[src/rtl/scan_pkg.sv]
// rtl/scan_pkg.sv - shared state encoding, default constants and width helpers for the digit scanner
package scan_pkg;

    typedef enum logic [1:0] {
        ST_IDLE = 2'b00,
        ST_SHOW = 2'b01,
        ST_GAP  = 2'b10
    } state_t;

    localparam int DEF_NUM_DIG = 6;
    localparam int DEF_DIV     = 50000;
    localparam int DEF_GAP     = 16;

    function automatic int clog2(input int v);
        int r;
        r = 0;
        while ((1 << r) < v) r++;
        return r;
    endfunction

    // Phase counter width: must hold both DIV-1 and GAP-1, never narrower than 1 bit.
    function automatic int cnt_width(input int div, input int gap);
        int m;
        m = (div > gap) ? div : gap;
        if (m < 2) m = 2;
        return clog2(m);
    endfunction

endpackage

[src/rtl/scan_controller_if.sv]
// rtl/scan_controller_if.sv - scan enable in, digit select/anode drive out
// Ports: en (scan enable), select (digit index), sel_en (selector enable),
//        an (active-low anodes), frame_done (end-of-frame pulse).
interface scan_controller_if
    import scan_pkg::*;
#(
    parameter int NUM_DIG = DEF_NUM_DIG
) ();
    logic               en;
    logic [2:0]         select;
    logic               sel_en;
    logic [NUM_DIG-1:0] an;
    logic               frame_done;

    modport master (
        input  en,
        output select,
        output sel_en,
        output an,
        output frame_done
    );

    modport slave (
        output en,
        input  select,
        input  sel_en,
        input  an,
        input  frame_done
    );
endinterface

[src/rtl/phase_timer.sv]
// rtl/phase_timer.sv - up-counter with synchronous clear and terminal-count flag
// Ports: clk, rst_n (async active-low), clr (sync clear to 0), tc_val (terminal value),
//        cnt (current count), tc (cnt equals tc_val).
module phase_timer #(
    parameter int CW = 2
) (
    input  logic          clk,
    input  logic          rst_n,
    input  logic          clr,
    input  logic [CW-1:0] tc_val,
    output logic [CW-1:0] cnt,
    output logic          tc
);

    always_ff @(posedge clk or negedge rst_n) begin
        if (!rst_n) begin
            cnt <= '0;
        end else if (clr) begin
            cnt <= '0;
        end else begin
            cnt <= cnt + CW'(1);
        end
    end

    assign tc = (cnt == tc_val);

endmodule

[src/rtl/scan_controller.sv]
// rtl/scan_controller.sv - time-multiplexed digit scanner with lit time, dark gap and frame pulse
// Ports: clk, rst_n (async active-low), bus (scan_controller_if.master: en in;
//        select, sel_en, an, frame_done out). All outputs come straight from flops.
module scan_controller
    import scan_pkg::*;
#(
    parameter int NUM_DIG = DEF_NUM_DIG,
    parameter int DIV     = DEF_DIV,
    parameter int GAP     = DEF_GAP
) (
    input  logic clk,
    input  logic rst_n,
    scan_controller_if.master bus
);

    localparam int              CW     = cnt_width(DIV, GAP);
    localparam logic [2:0]      LAST   = 3'(NUM_DIG - 1);
    localparam logic [CW-1:0]   DIV_TC = CW'(DIV - 1);
    localparam logic [CW-1:0]   GAP_TC = (GAP > 0) ? CW'(GAP - 1) : '0;

    state_t             state_q, state_d;
    logic [2:0]         select_q, select_d;
    logic [CW-1:0]      cnt, cnt_d, tc_val;
    logic               tc, clr;
    logic [NUM_DIG-1:0] an_q, an_d;
    logic               sel_en_q, sel_en_d;
    logic               fd_q, fd_d;

    assign tc_val = (state_q == ST_GAP) ? GAP_TC : DIV_TC;

    phase_timer #(.CW(CW)) u_timer (
        .clk    (clk),
        .rst_n  (rst_n),
        .clr    (clr),
        .tc_val (tc_val),
        .cnt    (cnt),
        .tc     (tc)
    );

    always_ff @(posedge clk or negedge rst_n) begin
        if (!rst_n) begin
            state_q  <= ST_IDLE;
            select_q <= '0;
            an_q     <= '1;
            sel_en_q <= 1'b0;
            fd_q     <= 1'b0;
        end else begin
            state_q  <= state_d;
            select_q <= select_d;
            an_q     <= an_d;
            sel_en_q <= sel_en_d;
            fd_q     <= fd_d;
        end
    end

    always_comb begin
        state_d  = state_q;
        select_d = select_q;
        clr      = 1'b0;
        if (!bus.en) begin
            state_d  = ST_IDLE;
            select_d = '0;
            clr      = 1'b1;
        end else begin
            case (state_q)
                ST_IDLE: begin
                    state_d  = ST_SHOW;
                    select_d = '0;
                    clr      = 1'b1;
                end
                ST_SHOW: begin
                    if (tc) begin
                        clr      = 1'b1;
                        select_d = (select_q == LAST) ? 3'd0 : select_q + 3'd1;
                        state_d  = (GAP > 0) ? ST_GAP : ST_SHOW;
                    end
                end
                ST_GAP: begin
                    if (tc) begin
                        clr     = 1'b1;
                        state_d = ST_SHOW;
                    end
                end
                default: begin
                    state_d  = ST_IDLE;
                    select_d = '0;
                    clr      = 1'b1;
                end
            endcase
        end
    end

    // Outputs are decoded from the next state so that the registered copies line up
    // with state_q/cnt/select_q in the same cycle.
    assign cnt_d = clr ? '0 : cnt + CW'(1);

    always_comb begin
        an_d     = '1;
        sel_en_d = (state_d != ST_IDLE);
        fd_d     = (state_d == ST_SHOW) && (cnt_d == DIV_TC) && (select_d == LAST);
        for (int i = 0; i < NUM_DIG; i++) begin
            an_d[i] = !((state_d == ST_SHOW) && (select_d == 3'(i)));
        end
    end

    assign bus.select     = select_q;
    assign bus.sel_en     = sel_en_q;
    assign bus.an         = an_q;
    assign bus.frame_done = fd_q;

endmodule
[src/flat_wrapper.sv]
// flat-port wrapper written by rule: the top's interface ports become plain ports
module scan_controller_flat import scan_pkg::*;
#(
    parameter int NUM_DIG = DEF_NUM_DIG,
    parameter int DIV     = DEF_DIV,
    parameter int GAP     = DEF_GAP
)
  (clk, rst_n, bus_en, bus_select, bus_sel_en, bus_an, bus_frame_done);
  scan_controller_if #(.NUM_DIG(NUM_DIG)) bus_i ();
  input  logic clk;
  input  logic rst_n;
  input wire logic [$bits(bus_i.en)-1:0] bus_en;
  output wire logic [$bits(bus_i.select)-1:0] bus_select;
  output wire logic [$bits(bus_i.sel_en)-1:0] bus_sel_en;
  output wire logic [$bits(bus_i.an)-1:0] bus_an;
  output wire logic [$bits(bus_i.frame_done)-1:0] bus_frame_done;
  assign bus_i.en = bus_en;
  assign bus_select = bus_i.select;
  assign bus_sel_en = bus_i.sel_en;
  assign bus_an = bus_i.an;
  assign bus_frame_done = bus_i.frame_done;
  scan_controller #(.NUM_DIG(NUM_DIG), .DIV(DIV), .GAP(GAP)) u_core (.clk(clk), .rst_n(rst_n), .bus(bus_i));
endmodule
[config.mk]
export PLATFORM = sky130hd
export DESIGN_NAME = scan_controller_flat
export DESIGN_NICKNAME = d
export VERILOG_FILES = /design/src/rtl/scan_pkg.sv /design/src/rtl/scan_controller_if.sv /design/src/rtl/phase_timer.sv /design/src/rtl/scan_controller.sv /design/src/flat_wrapper.sv
export SDC_FILE = /design/constraint.sdc
export NUM_CORES = 1
export LEC_CHECK = 0
export CORE_MARGIN = 2
export CORE_UTILIZATION = 58
export CTS_BUF_LIST = sky130_fd_sc_hd__clkbuf_16
export DETAILED_ROUTE_END_ITERATION = 8
export PLACE_DENSITY_LB_ADDON = 0.1
export SETUP_SLACK_MARGIN = 0.3
export SLEW_MARGIN = 5
export SYNTH_ARGS = -nofsm -noshare
export SYNTH_HDL_FRONTEND = slang
export SYNTH_HIERARCHICAL = 1
export SYNTH_SLANG_ARGS = --single-unit
[constraint.sdc]
create_clock -name clk -period 3.3 [get_ports clk]
set_clock_uncertainty 0.1 [all_clocks]
set_input_delay 0.66 -clock clk [delete_from_list [all_inputs] [get_ports clk]]
set_output_delay 0.66 -clock clk [all_outputs]
set_load 0.03 [all_outputs]
Yosys cells after proc, flatten, opt, wreduce, memory -nomap -nowiden
Index checks and enable logic that the tools add are counted. W data, S select, Z words.

Bits in writable memories: 0. Register bits: 29. Bits in latches: 0. Output and inout port bits: 11. Bits of input ports: 3. Memories kept: 0. Bits in read-only memories: 0.

Mux-type cells: 13. Shifts and indexed selects: 0. $lt $le $gt $ge: 0. Equal/unequal tests: 11. $add $sub $neg: 2. $mul: 0. Reduce and logical (&&, ||, !) cells: 18. Div/mod/pow operators: 0. Bitwise operators: 0.

Operators with widths (count): $mux W16 (2); $add A16 B1 Y16 const B (1); $eq A16 B16 Y1 (1); $eq A16 B16 Y1 const B (1); $eq A3 B3 Y1 const B (3); $mux W3 (3); $logic_and A1 B1 Y1 (8); $eq A3 B2 Y1 const B (2); $logic_not A1 Y1 (6); $mux W2 (3); $pmux W2 S3 (1); $pmux W3 S2 (1); $eq A2 B1 Y1 const B (2); $add A3 B1 Y3 const B (1); $eq A3 B1 Y1 const B (1); $logic_not A3 Y1 (1); $mux W1 (3); $eq A2 B2 Y1 const B (1); $logic_not A2 Y1 (1); $reduce_bool A2 Y1 (1); $reduce_or A2 Y1 (1).

Depth between registers and ports, before layout
Gate-level depths: netlist (run 1).

Depth after elaboration: 10. Gate-level depth with buffers: 12.

Cells and area by module
Netlist (run 1), hierarchy kept.

Modules (own cells, without submodules): phase_timer (area an instance 1021.0 um^2, cells an instance 102, instances 1); scan_controller (area an instance 893.4 um^2, cells an instance 94, instances 1).

Least setup slack after synthesis (run 1)
OpenSTA, ideal clock, no wires.

Kind: register to register. Start point: register u_core.state_q[0]. End point: register u_core.an_q[0], in the netlist u_core/bus.an[0]. Path slack: 620 ps. Period minus slack after synthesis: 2680 ps. Path buffers: 1. Arrival: 2492 ps. Stages on the path, launching flop included: 13. Required time: 3112 ps. Path through: dfrtp_1 -> inv_1 -> ha_1 -> inv_1 -> xnor2_1 -> nand4_1 -> nor4_1 -> buf_6 -> a21boi_1 -> o21ai_2 -> a21oi_4 -> nor3_2 -> or3b_1.

Cells in the longest elaborated chain, start to end: 9.

Ends and longest elaborated chain: start: declaration (line scan_controller.sv:21) `state_t state_q, state_d;`; start signal: assignment (line scan_controller.sv:48) `state_q <= state_d;`; $eq A2 B2 Y1 (line scan_controller.sv:29) `assign tc_val = (state_q == ST_GAP) ? GAP_TC : DIV_TC;`; $mux W16 (line scan_controller.sv:29); net u_core.tc_val[14] (line scan_controller.sv:23) `logic [CW-1:0] cnt, cnt_d, tc_val;`; $eq A16 B16 Y1 (line phase_timer.sv:25) `assign tc = (cnt == tc_val);`; net u_core.tc (line scan_controller.sv:24) `logic tc, clr;`; $mux W3 (line scan_controller.sv:72) `if (tc) begin`; $pmux W3 S2 (line scan_controller.sv:65) `case (state_q)`; $mux W3 (line scan_controller.sv:60) `if (!bus.en) begin`; net u_core.select_d[2] (line scan_controller.sv:22) `logic [2:0] select_q, select_d;`; $logic_not A3 Y1 (line scan_controller.sv:102) `an_d[i] = !((state_d == ST_SHOW) && (select_d == 3'(i)));`; $logic_and A1 B1 Y1 (line scan_controller.sv:102); $logic_not A1 Y1 (line scan_controller.sv:102); net u_core.an_d[0] (line scan_controller.sv:25) `logic [NUM_DIG-1:0] an_q, an_d;`; end signal: assignment (line scan_controller.sv:50) `an_q <= an_d;`; end: declaration (line scan_controller.sv:25).

The timed path passes the listed nets, and every way through them passes these cells.

Final worst setup path (run 1)
Start point: register u_core.state_q[0]. End point: register u_core.an_q[4], in the netlist u_core/bus.an[4].

Cells in the longest elaborated chain, start to end: 9.

Ends and longest elaborated chain (line): $eq A2 B2 Y1 (scan_controller.sv:29); $mux W16 (scan_controller.sv:29); net u_core.tc_val[14] (scan_controller.sv:23); $eq A16 B16 Y1 (phase_timer.sv:25); net u_core.tc (scan_controller.sv:24); $mux W3 (scan_controller.sv:72); $pmux W3 S2 (scan_controller.sv:65); $mux W3 (scan_controller.sv:60); net u_core.select_d[2] (scan_controller.sv:22); $eq A3 B3 Y1 (scan_controller.sv:102); $logic_and A1 B1 Y1 (scan_controller.sv:102); $logic_not A1 Y1 (scan_controller.sv:102); net u_core.an_d[4] (scan_controller.sv:25).

The timed path passes the listed nets, and every way through them passes these cells.

==> impl_metrics.prom, run 1 <==
# TYPE chip_impl_metric gauge
chip_impl_metric{name="areaGrowthSynthToFinish",unit="%"} 17.25
chip_impl_metric{name="io_buffers",unit=""} 13
chip_impl_info{name="post_synth_main_area_contributors",value="dfrtp_1 30%, xnor2_1 9.2%, dfstp_2 8.2%, nand4_1 3.9%, ha_1 3.3%"} 1
chip_impl_info{name="mostFrequentLayoutCell",value="dfrtp_1"} 1
chip_impl_metric{name="vias_in_the_first_global_route",unit=""} 1423
chip_impl_metric{name="hpwl",unit="um"} 2710
chip_impl_info{name="hold_path_class",value="register to register"} 1
chip_impl_metric{name="ys_seq_area_share",unit="%"} 38.30
chip_impl_metric{name="met1_length",unit="um"} 1844
chip_impl_metric{name="first_pass_iters",unit=""} 4
chip_impl_metric{name="yosys.cell_types.count",unit=""} 46
chip_impl_metric{name="switching_share",unit="%"} 22.03
chip_impl_metric{name="switching_power",unit="mW"} 0.1833
chip_impl_metric{name="detail_route.vias_per_cell",unit=""} 5.790
chip_impl_metric{name="yosys_register_bits",unit=""} 29
chip_impl_metric{name="cp_data_arrival_time",unit="ps"} 2840
chip_impl_metric{name="die_height",unit="um"} 61.45
chip_impl_metric{name="gp_routability_congestion",unit=""} 0.8219
chip_impl_metric{name="layout-drive-gt1-share",unit="%"} 16.14
chip_impl_info{name="top_layer",value="met4"} 1
chip_impl_metric{name="layout_min_cycle_time",unit="ps"} 2744
chip_impl_metric{name="crit_path_max_fanout",unit=""} 9
chip_impl_info{name="final_cell_mix",value="23 x dfrtp_1, 20 x xnor2_1, 13 x clkdlybuf4s50_1"} 1
chip_impl_info{name="yosys.area.top_type",value="dfrtp_1"} 1
chip_impl_metric{name="finalNetCount",unit=""} 230
chip_impl_metric{name="clkTransAtPathRegs",unit="ps"} 50
chip_impl_metric{name="clock.fmax",unit="MHz"} 364.4
chip_impl_info{name="cts_tree",value="built"} 1
chip_impl_metric{name="drcViolationCount",unit=""} 0
chip_impl_info{name="timing.hold.worst.start",value="u_core/bus.select[1]$_DFF_PN0_"} 1
chip_impl_metric{name="synth_top_area_share",unit="%"} 30.07
chip_impl_metric{name="numClockSinks",unit=""} 29
chip_impl_metric{name="routed-wl-met2",unit="um"} 1909
chip_impl_metric{name="num_vias",unit=""} 1546
chip_impl_metric{name="cts_max_level",unit=""} 2
chip_impl_metric{name="worst-path-buf-inv",unit=""} 3
chip_impl_metric{name="postPlaceCellArea",unit="sq um"} 2092
chip_impl_metric{name="num_io_pins",unit=""} 14
chip_impl_metric{name="wire_per_inst",unit="um"} 14.89
chip_impl_metric{name="synth_area",unit="sq um"} 1914
chip_impl_info{name="setup_repair_after_global_routing_missed_its_margin",value="false"} 1
chip_impl_metric{name="cts_inserted_buffers",unit=""} 5
chip_impl_metric{name="grt_remaining_overflow",unit=""} 0
chip_impl_info{name="outcome",value="complete, no violations"} 1
chip_impl_info{name="critical_path.startpoint_type",value="register"} 1
chip_impl_info{name="timing.setup.critical_path_class",value="register to register"} 1
chip_impl_metric{name="insertedDiodeCount",unit=""} 0
chip_impl_metric{name="initial_core_util",unit="%"} 61.69
chip_impl_info{name="timing.critical_path.cells",value="inv_1, ha_2, inv_2, xnor2_1, nand4_1, nor4_2, buf_4, nand2_2, or3_4, a21oi_4, nand2_1, or3_1"} 1
chip_impl_info{name="critical_path.top_delay_family",value="simple AND/OR/NAND/NOR gates"} 1
chip_impl_metric{name="timing_hold_violations_final",unit=""} 0
chip_impl_info{name="cts-root-buf",value="clkbuf_16"} 1
chip_impl_metric{name="fp.coreArea",unit="sq um"} 3103
chip_impl_metric{name="layout_worst_path_cycle_share",unit="%"} 83.16
chip_impl_metric{name="synthesis.yosys.warnings",unit=""} 6
chip_impl_metric{name="synth-edff-count",unit=""} 0
chip_impl_metric{name="number_of_violations_of_the_max_capacitance_limit",unit=""} 0
chip_impl_info{name="crit_start",value="u_core/state_q[0]$_DFF_PN0_"} 1
chip_impl_metric{name="power_frac_seq",unit="%"} 43.8
chip_impl_metric{name="die-area",unit="sq um"} 3776
chip_impl_metric{name="cts_buffer_depth",unit=""} 2
chip_impl_metric{name="maximum_number_of_pins_on_one_net_before_global_route_repair",unit=""} 30
chip_impl_metric{name="synthCells",unit=""} 196
chip_impl_metric{name="p_leak",unit="nW"} 0.8380
chip_impl_metric{name="antenna_found_initial",unit=""} 0
chip_impl_metric{name="slowest_delay",unit="ps"} 400
chip_impl_metric{name="postSynth.asyncResetShare",unit="%"} 100.0
chip_impl_info{name="startpoint_of_the_worst_register_to_register_path",value="u_core/state_q[0]$_DFF_PN0_"} 1
chip_impl_metric{name="postCtsHoldBufs",unit=""} 0
chip_impl_info{name="cpMaxStageDelayCell",value="dfrtp_1"} 1
chip_impl_metric{name="clk-insertion-delay-late",unit="ps"} 280
chip_impl_metric{name="setup_ws",unit="ps"} 555.7
chip_impl_metric{name="iteration_0_drc_count_of_the_detailed_router",unit=""} 145
chip_impl_info{name="worst_setup_path_end_kind",value="register"} 1
chip_impl_metric{name="timing.final.max_slew_violations",unit=""} 0
chip_impl_metric{name="final_cell_area",unit="sq um"} 2245
chip_impl_metric{name="die_width",unit="um"} 61.45
chip_impl_metric{name="p_comb_share",unit="%"} 5.2
chip_impl_metric{name="critPathRequiredTime",unit="ps"} 3390
chip_impl_metric{name="place_ws",unit="ps"} 438.5
chip_impl_metric{name="drt-total-wl",unit="um"} 3976
chip_impl_metric{name="avgSynthCellArea",unit="sq um"} 9.767
chip_impl_metric{name="floorplan.rows",unit=""} 20
chip_impl_metric{name="setup-tns-final",unit="ps"} 0
chip_impl_metric{name="met3RoutedLength",unit="um"} 157
chip_impl_metric{name="power-per-cell-area",unit="nW/um^2"} 370.6
chip_impl_metric{name="part_of_the_total_power_dissipated_in_the_clock_network",unit="%"} 51.0
chip_impl_metric{name="finalSetupViolCount",unit=""} 0
chip_impl_metric{name="p_int",unit="mW"} 0.6486
chip_impl_metric{name="global_route.usage.total",unit="%"} 24.56
chip_impl_info{name="synth_ff_type",value="dfrtp_1"} 1
chip_impl_metric{name="post_route_antenna_net_violation_count",unit=""} 0
chip_impl_metric{name="ir_worst_vdd",unit="mV"} 0.2658
chip_impl_metric{name="grt_pass1_wl",unit="um"} 6596
## cells by family (layout without fill, tap and decap cells)
family	count (synthesis)	count (layout)	share of synthesized area [%]
and+or+nand+nor	89	89	29.80
AOI/OAI and AO/OA	30	30	10.65
DFF	29	29	38.30
xor gates and xnor gates	22	22	10.07
buffers and inverters	14	32	4.706
adders and majority gates	5	5	3.268
muxes	5	5	2.810
other	2	11	0.3923
## flip-flops by register name (all words and copies together), names as in the netlist
signal / cells
u_core/state_q: 2
u_core/bus.an: 6
u_core/u_timer/cnt: 16
u_core/bus.sel_en: 1
u_core/bus.select: 3
u_core/bus.frame_done: 1
## Yosys cell counts, types with 2 or more instances
library cell   n
nor4_1         5
nor2_1         9
nand2_1       10
mux2i_1        2
xor2_1         2
nor3_1         3
inv_1          9
nor2b_1        8
conb_1         2
ha_1           5
xnor2_1       20
or3_1          5
nand4_1       12
dfstp_2        6
nand3_1        8
mux2_2         3
nand2b_1       5
a21oi_1       11
or4_1          6
o21ai_0        5
nand3b_1       4
dfrtp_1       23
o31ai_1        5
buf_6          5
nand4_4        2
## worst paths after layout
kind / endpoint / slack [ps] / depth (start not counted)
min in group asynchronous: u_core/u_timer/cnt[3]$_DFF_PN0_ / 670 / 2
max in group asynchronous: u_core/bus.an[1]$_DFF_PN1_ / 2130 / 2
max reg2reg: u_core/bus.an[4]$_DFF_PN1_ / 560 / 12
min: u_core/bus.an[1]$_DFF_PN1_ / 530 / 2
min reg2reg: u_core/bus.an[1]$_DFF_PN1_ / 530 / 2
max: u_core/bus.an[4]$_DFF_PN1_ / 560 / 12
## routing by layer
layer | track usage (%) | up-vias
met4 | 10.94 | 0
met2 | 38.60 | 31
met1 | 31.59 | 756
li1 | - | 752
met3 | 6.933 | 7
met5 | 0 | -
## area by class of cell
type	instances	area, sq um
flip-flops and latches	29	733.2
multi-input cells	162	1140
inverters	9	33.78
clock inverters	3	12.51
fillers	244	858.3
repair buffers	15	145.1
well taps	44	55.05
clock buffers	5	125.1
## tightest hold or removal path, delay by kind of cell (launching register included)
| kind | cells | cell delay [ps] |
|---|---|---|
| and+or+nand+nor | 1 | 80 |
| DFF | 1 | 400 |
| AOI/OAI and AO/OA | 1 | 120 |
## power by group through the flow
stage                     clock network [mW]  registers (mW)  logic (mW)
after floorplan                            0           0.372      0.0260
after global placement                     0           0.370      0.0414
after detailed placement                   0           0.370      0.0434
after CTS                              0.433           0.364      0.0437
after global routing                   0.447           0.365      0.0492
final                                  0.424           0.364      0.0436
## metrics by stage
step / hold WS (ps) / total power, mW / utilization [%] / instances
after detailed placement: 501.9 / 0.4132 / 67.42 / 259
after global placement: 512.8 / 0.4111 / 67.42 / 259
after global routing: 567.3 / 0.8609 / 72.34 / 267
final: 531.7 / 0.8319 / 72.34 / 267
after floorplan: 264.4 / 0.3977 / - / 205
after CTS: 526.4 / 0.8409 / 71.85 / 267
## timing repair
item / 4_1_cts / 5_1_grt
gates resized for setup: 0 / 4
setup buffers: 0 / 0
setup endpoints to repair: 0 / 4
Note: power is estimated with default switching activity, not from simulation.
==> inputs of run 2 (changes only) <==
Settings changed: CORE_UTILIZATION 58 to 53.
Clock period 3.3 ns to 2.4 ns, I/O delays scaled along.
==> run 2 against run 1 <==
The run now ends with negative setup slack left. Register-to-register slack got worse by 760 ps. Final cell count is 14% higher. Sequential power up 37%. Global-route usage grew 1.7 points. Sequential cell count unchanged. Via count grew 20%. Combinational power rose by 140%. Sequential share of layout area shrank 6.6 points. Clock power grew 41%. Die area is 8.8% higher. Worst hold slack got worse by 43 ps.
==> impl_metrics.prom, run 2 (synthesized netlist as in run 1, its figures left out) <==
# TYPE chip_impl_metric gauge
chip_impl_metric{name="gp_routability_congestion",unit=""} 0.8893
chip_impl_metric{name="grt_pass1_wl",unit="um"} 8190
chip_impl_metric{name="postPlaceCellArea",unit="sq um"} 2317
chip_impl_metric{name="wire_per_inst",unit="um"} 18.13
chip_impl_metric{name="grt_remaining_overflow",unit=""} 0
chip_impl_metric{name="worst-slew-pin-transition",unit="ps"} 561.0
chip_impl_metric{name="drt-total-wl",unit="um"} 5531
chip_impl_metric{name="clk-insertion-delay-late",unit="ps"} 280
chip_impl_metric{name="switching_power",unit="mW"} 0.2769
chip_impl_metric{name="iteration_0_drc_count_of_the_detailed_router",unit=""} 208
chip_impl_info{name="worst_setup_path_end_kind",value="register"} 1
chip_impl_metric{name="cts_buffer_depth",unit=""} 2
chip_impl_metric{name="total_power",unit="mW"} 1.196
chip_impl_info{name="cts_tree",value="built"} 1
chip_impl_metric{name="setup-tns-final",unit="ps"} -1085
chip_impl_metric{name="clkTransAtPathRegs",unit="ps"} 50
chip_impl_metric{name="floorplan.rows",unit=""} 21
chip_impl_metric{name="critPathRequiredTime",unit="ps"} 2490
chip_impl_metric{name="insertedDiodeCount",unit=""} 0
chip_impl_metric{name="finalNetCount",unit=""} 266
chip_impl_info{name="critical_path.startpoint_type",value="register"} 1
chip_impl_metric{name="cts_max_level",unit=""} 2
chip_impl_metric{name="io_buffers",unit=""} 13
chip_impl_metric{name="die_width",unit="um"} 64.10
chip_impl_info{name="failed_checks",value="negative setup slack"} 1
chip_impl_info{name="outcome",value="complete, but fails checks"} 1
chip_impl_info{name="regMostFlops",value="u_core/u_timer/cnt"} 1
chip_impl_metric{name="worst-r2r-cell-count",unit=""} 12
chip_impl_metric{name="num_io_pins",unit=""} 14
chip_impl_metric{name="hpwl",unit="um"} 3218
chip_impl_metric{name="areaGrowthSynthToFinish",unit="%"} 47.19
chip_impl_metric{name="largest_reg_flops",unit=""} 16
chip_impl_metric{name="clock.fmax",unit="MHz"} 384.4
chip_impl_info{name="hold_path_class",value="primary input to async pin"} 1
chip_impl_metric{name="cts_inserted_buffers",unit=""} 5
chip_impl_metric{name="switching_share",unit="%"} 23.15
chip_impl_metric{name="layout_worst_path_cycle_share",unit="%"} 108.4
chip_impl_metric{name="die-area",unit="sq um"} 4109
chip_impl_metric{name="slowest_delay",unit="ps"} 390
chip_impl_info{name="cts-root-buf",value="clkbuf_16"} 1
chip_impl_metric{name="final_cell_area",unit="sq um"} 2818
chip_impl_metric{name="crit_path_max_fanout",unit=""} 5
chip_impl_metric{name="power_frac_seq",unit="%"} 41.6
chip_impl_metric{name="relSlewSlack",unit="%"} 62.26
chip_impl_metric{name="timing.final.max_slew_violations",unit=""} 0
chip_impl_metric{name="fp.coreArea",unit="sq um"} 3416
chip_impl_metric{name="antenna_found_initial",unit=""} 0
chip_impl_metric{name="p_int",unit="mW"} 0.9192
chip_impl_metric{name="global_route.usage.total",unit="%"} 26.25
chip_impl_metric{name="post_route_antenna_net_violation_count",unit=""} 0
chip_impl_metric{name="finalSetupViolCount",unit=""} 8
chip_impl_metric{name="setup_ws",unit="ps"} -201.4
chip_impl_metric{name="num_vias",unit=""} 1850
chip_impl_metric{name="initial_core_util",unit="%"} 56.04
chip_impl_metric{name="detail_route.vias_per_cell",unit=""} 6.066
chip_impl_info{name="setup_repair_after_global_routing_missed_its_margin",value="true"} 1
chip_impl_metric{name="layout-drive-gt1-share",unit="%"} 40.54
chip_impl_metric{name="timing_hold_violations_final",unit=""} 0
chip_impl_info{name="cpMaxStageDelayCell",value="dfrtp_1"} 1
chip_impl_metric{name="cp_data_arrival_time",unit="ps"} 2690
chip_impl_metric{name="power-per-cell-area",unit="nW/um^2"} 424.5
chip_impl_metric{name="place_ws",unit="ps"} -108.3
chip_impl_metric{name="number_of_violations_of_the_max_capacitance_limit",unit=""} 0
chip_impl_info{name="final_cell_mix",value="30 x buf_4, 23 x dfrtp_1, 15 x xnor2_1"} 1
chip_impl_metric{name="ir_worst_vdd",unit="mV"} 0.4568
chip_impl_metric{name="vias_in_the_first_global_route",unit=""} 1671
chip_impl_metric{name="drcViolationCount",unit=""} 0
chip_impl_metric{name="maximum_number_of_pins_on_one_net_before_global_route_repair",unit=""} 30
chip_impl_metric{name="numClockSinks",unit=""} 29
chip_impl_metric{name="p_leak",unit="nW"} 1.130
chip_impl_metric{name="part_of_the_total_power_dissipated_in_the_clock_network",unit="%"} 49.8
chip_impl_metric{name="layout_min_cycle_time",unit="ps"} 2601
chip_impl_info{name="mostFrequentLayoutCell",value="buf_4"} 1
chip_impl_metric{name="first_pass_iters",unit=""} 4
chip_impl_metric{name="p_comb_share",unit="%"} 8.6
chip_impl_metric{name="die_height",unit="um"} 64.10
chip_impl_metric{name="postCtsHoldBufs",unit=""} 0
chip_impl_info{name="timing.setup.critical_path_class",value="register to register"} 1
chip_impl_info{name="timing.critical_path.cells",value="inv_2, ha_4, inv_8, xnor2_2, nand4_1, nor4_2, buf_4, nand2_4, or3_4, a21oi_4, nand2_1, or3_1"} 1
[run 2: worst max-delay path, delay by kind of cell (launching register included)]
family	cells	cell delay, ps
compound gates	1	170
xor+xnor	1	120
fa+ha+maj	1	160
buf+inv	3	330
flops	1	390
simple gates	6	1240
[run 2: area by class of cell]
class / instances / area [sq um]
Clock inverter: 3 / 17.52
Inverter: 9 / 41.29
Timing Repair Buffer: 51 / 474.2
Clock buffer: 5 / 125.1
Fill cell: 177 / 598.1
Sequential cell: 29 / 733.2
Multi-Input combinational cell: 162 / 1369
Tap cell: 46 / 57.56
[run 2: worst paths after layout]
kind                                                 start                               to  slack (ps)
min in group clk           u_core/u_timer/cnt[0]$_DFF_PN0_  u_core/u_timer/cnt[0]$_DFF_PN0_         510
min                                                  rst_n  u_core/u_timer/cnt[6]$_DFF_PN0_         490
max in group asynchronous                            rst_n       u_core/bus.an[5]$_DFF_PN1_        1410
max                            u_core/state_q[0]$_DFF_PN0_       u_core/bus.an[4]$_DFF_PN1_        -200
min reg2reg                u_core/u_timer/cnt[0]$_DFF_PN0_  u_core/u_timer/cnt[0]$_DFF_PN0_         510
max reg2reg                    u_core/state_q[0]$_DFF_PN0_       u_core/bus.an[4]$_DFF_PN1_        -200
[run 2: repair_timing]
action / CTS / global route
buffers inserted: 5 / 5
setup endpoints to repair: 14 / 26
pin swaps: 10 / 12
gates resized for setup: 15 / 45
gates cloned: 0 / 0
[run 2: power by group through the flow]
stage / registers (mW) / clock network (mW) / logic (mW)
finish: 0.497 / 0.596 / 0.103
global route: 0.497 / 0.629 / 0.111
CTS: 0.497 / 0.603 / 0.0792
detailed placement: 0.505 / 0 / 0.0739
global placement: 0.505 / 0 / 0.0735
floorplan: 0.511 / 0 / 0.0366
[run 2: routing by layer]
layer / global-route usage (%) / wire [um]
met1: 35.89 / 2260
met3: 5.810 / 414
met2: 40.36 / 2588
met5: 0 / 0
met4: 10.90 / 268
[run 2: metrics by stage]
| step | util (%) | std cells | hold WS [ps] |
|---|---|---|---|
| after floorplan | - | 205 | 84.41 |
| after global placement | 67.84 | 287 | 496.9 |
| after detailed placement | 67.84 | 287 | 502.8 |
| after CTS | 75.24 | 300 | 503.6 |
| after global routing | 82.49 | 305 | 518.7 |
| final | 82.49 | 305 | 489.0 |
